### src/rtl/rotate_pkg.sv
// Shared definitions for the multi-step rotate controller: state encoding,
// direction codes and default geometry.
package rotate_pkg;

    localparam int unsigned DEFAULT_WIDTH = 20;
    localparam int unsigned DEFAULT_AMT_W = 5;

    localparam logic DIR_LEFT  = 1'b0;
    localparam logic DIR_RIGHT = 1'b1;

    typedef enum logic [1:0] {
        IDLE = 2'd0,
        RUN  = 2'd1,
        DONE = 2'd2
    } state_e;

endpackage

### src/rtl/rot1_stage.sv
// Purely combinational single-bit rotate. Left moves the MSB into bit 0,
// right moves bit 0 into the MSB.
module rot1_stage
    import rotate_pkg::*;
#(
    parameter int unsigned WIDTH = DEFAULT_WIDTH
) (
    input  logic [WIDTH-1:0] data,
    input  logic             dir,
    output logic [WIDTH-1:0] out
);

    always_comb begin
        out = data;
        if (dir == DIR_RIGHT) begin
            out = {data[0], data[WIDTH-1:1]};
        end else begin
            out = {data[WIDTH-2:0], data[WIDTH-1]};
        end
    end

endmodule

### src/rtl/rotate_sequencer.sv
// Multi-step rotate controller: accepts an operand over a valid/ready channel,
// applies one single-bit rotate per clock, and returns the result.
module rotate_sequencer
    import rotate_pkg::*;
#(
    parameter int unsigned WIDTH = DEFAULT_WIDTH,
    parameter int unsigned AMT_W = DEFAULT_AMT_W
) (
    input  logic             clk,
    input  logic             rst_n,
    input  logic             req_valid,
    output logic             req_ready,
    input  logic [WIDTH-1:0] req_data,
    input  logic             req_dir,
    input  logic [AMT_W-1:0] req_amt,
    output logic             resp_valid,
    input  logic             resp_ready,
    output logic [WIDTH-1:0] resp_data,
    output logic             busy,
    output logic [AMT_W-1:0] steps_left
);

    localparam logic [AMT_W-1:0] WIDTH_A = AMT_W'(WIDTH);

    state_e           state_q;
    logic [WIDTH-1:0] data_q;
    logic             dir_q;
    logic [AMT_W-1:0] steps_q;
    logic [AMT_W-1:0] amt_mod;
    logic [WIDTH-1:0] rot_out;

    // One compare-and-subtract suffices when the amount range is below 2*WIDTH.
    if ((64'd1 << AMT_W) < 64'(2 * WIDTH)) begin : g_mod_sub
        assign amt_mod = (req_amt >= WIDTH_A) ? (req_amt - WIDTH_A) : req_amt;
    end else begin : g_mod_gen
        assign amt_mod = AMT_W'(32'(req_amt) % 32'(WIDTH));
    end

    rot1_stage #(
        .WIDTH (WIDTH)
    ) u_rot1 (
        .data (data_q),
        .dir  (dir_q),
        .out  (rot_out)
    );

    always_ff @(posedge clk) begin
        if (!rst_n) begin
            state_q <= IDLE;
            data_q  <= '0;
            dir_q   <= DIR_LEFT;
            steps_q <= '0;
        end else begin
            unique case (state_q)
                IDLE: begin
                    if (req_valid) begin
                        data_q  <= req_data;
                        dir_q   <= req_dir;
                        steps_q <= amt_mod;
                        state_q <= (amt_mod == '0) ? DONE : RUN;
                    end
                end
                RUN: begin
                    data_q  <= rot_out;
                    steps_q <= steps_q - AMT_W'(1);
                    if (steps_q == AMT_W'(1)) begin
                        state_q <= DONE;
                    end
                end
                DONE: begin
                    if (resp_ready) begin
                        state_q <= IDLE;
                    end
                end
                default: state_q <= IDLE;
            endcase
        end
    end

    assign req_ready  = (state_q == IDLE);
    assign resp_valid = (state_q == DONE);
    assign busy       = (state_q != IDLE);
    assign resp_data  = data_q;
    assign steps_left = steps_q;

endmodule

### config.mk
export PLATFORM = sky130hd
export DESIGN_NAME = rotate_sequencer
export DESIGN_NICKNAME = d
export VERILOG_FILES = /design/src/rtl/rotate_pkg.sv /design/src/rtl/rot1_stage.sv /design/src/rtl/rotate_sequencer.sv
export SDC_FILE = /design/constraint.sdc
export NUM_CORES = 1
export LEC_CHECK = 0
export CAP_MARGIN = 20
export CORE_MARGIN = 2
export CORE_UTILIZATION = 40
export DETAILED_ROUTE_END_ITERATION = 16
export HOLD_SLACK_MARGIN = 0.1
export PLACE_DENSITY = 0.85
export SYNTH_ARGS = -nofsm -noshare
export SYNTH_HDL_FRONTEND = slang
export SYNTH_SLANG_ARGS = --single-unit
### constraint.sdc
create_clock -name clk -period 1.37 [get_ports clk]
set_input_delay 0.274 -clock clk [delete_from_list [all_inputs] [get_ports clk]]
set_output_delay 0.274 -clock clk [all_outputs]
set_load 0.05 [all_outputs]
==> results.cfg <==
[die]
initial_core_util = 0.4091
io_pins = 58
die_area_um2 = 4556
row_count = 23
die_h_um = 67.50
die_w_um = 67.50
coreArea_um2 = 3943

[timing]
maxSlewHeadroom = 0.8028
fin_worst_skew_ns = 0.002106
rsz0062_at_grt = yes
max_freq_ghz = 0.7246
hold_violations = 0
fin_ws_ns = -0.01003
post-route-min-period_ns = 1.380
setup_violations = 2
drv_slew = 0
fin_crit_sh = 1.007
holdWs_ns = 0.4798
worstMarginPinSlew_ns = 0.2957

[cts]
cts-buffers-inserted = 3
root_buffer = clkbuf_8
cts_tree = done
clock_path_buffers = 2
h-tree-depth = 1
cts.sinks = 28
clk_pin_slew_ns = 0.10
clk_latency_ns = 0.29

[synthesis]
synth_edf_count = 0
syn-cell-area_um2 = 1613
ys_async_sr_fraction = 0
synth_seq_cells = 28
avgSynthCellArea_um2 = 8.024
yosysWarnings = 0
synth_cell_type_count = 33
yosys_most_used_dff = dfxtp_1
synth-seq-area-share = 0.3476
syn_inst = 201
synth_nets = 235

[route]
drc = 0
vias = 1810
drtIter0Drc = 220
drtPass1Iterations = 4
wire_per_inst_um = 16.36
vias_per_cell = 5.569
wl_mm = 5.318
drtAntennaViolNets = 0

[placement]
placed_cells = 318
placed_area_um2 = 2685
dpl.hpwl_mm = 3.464
io_buffers = 57
routabilityCongestion = 0.8419

[setup_path]
cp_num_buf_inv = 1
crit_family = simple AND/OR/NAND/NOR gates
cp_slowest_cell = or4b_4
worstPathRequired_ns = 1.60
cp-start-kind = flip-flop
critPathMaxStageDelay_ns = 0.50
cp_max_fo = 2
crit_type = reg2reg
cp.arrival_ns = 1.61
crit_path_end_kind = flip-flop
crit_chain = inv_2 > ha_1 > or4b_4 > nor2_4 > a221oi_1 > nor2_1

[layout]
nets = 310
fillers = 248
layout.cells.most_common_list = nor2_1 (42), buf_12 (30), clkdlybuf4s50_1 (26)
final_common_cell = nor2_1
layout-drive-gt1-share = 0.3164
diodes = 0
fin_area_um2 = 2910
fin_cells = 325
area_growth_pct = 80.45
multi_input_comb_area_um2 = 1062
regArea_um2 = 578.1

[global_route]
grt_pass1_wl_mm = 8.549
globalRouteOverflowTotal = 0
antenna_found_initial = 0
grt_pass1_vias = 1827
grt_start_max_net_pins = 24
grtUsageTotal = 0.2475

[status]
violations = setup timing
status = complete, but fails checks

[run]
cap_violations = 0

[pwr]
ir_drop_uv = 1004
power.density_nw_per_um2 = 1137
p_leak_nw = 1.148

[hold_path]
worstHoldPathType = in2reg
## per-stage QoR
step / power [mW] / setup TNS (ns) / worst slack, ns / utilization
final: 3.308 / -0.01474 / -0.01003 / 0.7382
after floorplan: 1.823 / 0 / 0.01446 / -
after global routing: 3.450 / -0.2930 / -0.05001 / 0.7382
after global placement: 2.545 / -6.883 / -0.4737 / 0.6811
after detailed placement: 2.580 / -8.153 / -0.5651 / 0.6811
after CTS: 3.237 / -0.02238 / -0.01037 / 0.7188
## Yosys cell counts (all sizes together) (2+ instances only)
library cell	n	share of area
nor2	47	0.11
dfxtp	28	0.35
a211oi	22	0.11
a21oi	22	0.068
mux2i	21	0.13
buf	9	0.029
inv	7	0.016
nand2	6	0.014
clkbuf	5	0.012
ha	4	0.031
nor3	4	0.012
o211ai	4	0.019
a221oi	2	0.011
nor2b	2	0.0078
nor3b	2	0.0093
xor2	2	0.011
## registers in the layout, summed over array words and instances (netlist names)
signal,flops
dir_q,1
state_q,2
resp_data,20
steps_left,5
## path summary, 6_finish.rpt
kind                                            startpoint                    endpoint  slack [ns]  depth (start not counted)
worst max-delay path            steps_left[1]$_SDFFE_PN0P_     state_q[1]$_SDFFE_PN0P_       -0.01                          6
worst min-delay path                            req_amt[4]  steps_left[4]$_SDFFE_PN0P_        0.48                          4
worst max register to register  steps_left[1]$_SDFFE_PN0P_     state_q[1]$_SDFFE_PN0P_       -0.01                          6
worst min register to register     state_q[1]$_SDFFE_PN0P_     state_q[0]$_SDFFE_PN0P_        0.50                          1
## per-layer routing
metal / global-route usage / up-vias / wire length, um
met5: 0 / - / 0
met4: 0.1097 / 0 / 109
met3: 0.06500 / 10 / 257
met2: 0.3971 / 54 / 2695
met1: 0.3101 / 881 / 2255
li1: - / 865 / -
## cells by family (layout without fill, tap and decap cells)
logic type,after synthesis,in the layout,synth area share
AO/OA/AOI/OAI,55,55,0.2273
XOR/XNOR,2,2,0.01086
adder cells (fa/ha/maj),4,4,0.03103
buffers and inverters,22,96,0.05974
flip-flops,28,28,0.3476
multiplexers,22,22,0.1373
AND/OR/NAND/NOR,68,68,0.1862
## power breakdown
| part | switching, mW | leakage, nW | internal (mW) |
|---|---|---|---|
| clock network | 0.292 | 0.0339 | 0.319 |
| logic | 0.817 | 0.878 | 0.802 |
| registers | 0.159 | 0.236 | 0.918 |
| total | 1.27 | 1.15 | 2.04 |
## what timing repair did
action / CTS / global route
setup endpoints to repair: 10 / 16
buffers inserted: 2 / 1
endpoints found under the hold margin: 0 / 0
pin swaps: 6 / 4
hold buffers: 0 / 0
resized for setup: 16 / 18
cloned: 1 / 0
## tightest hold or removal path: stages
cell,delay (ns)
dlymetal6s2s_1,0.15
buf_4,0.16
o211ai_1,0.08
a21oi_1,0.06
## area by class of cell
class	instances	area share
clock buffers	4	0.02279
well taps	50	0.02150
multi-input cells	151	0.3650
repair buffers	84	0.3818
inverters	8	0.01032
flip-flops and latches	28	0.1986
No activity file was read; power rests on OpenSTA's default activity.
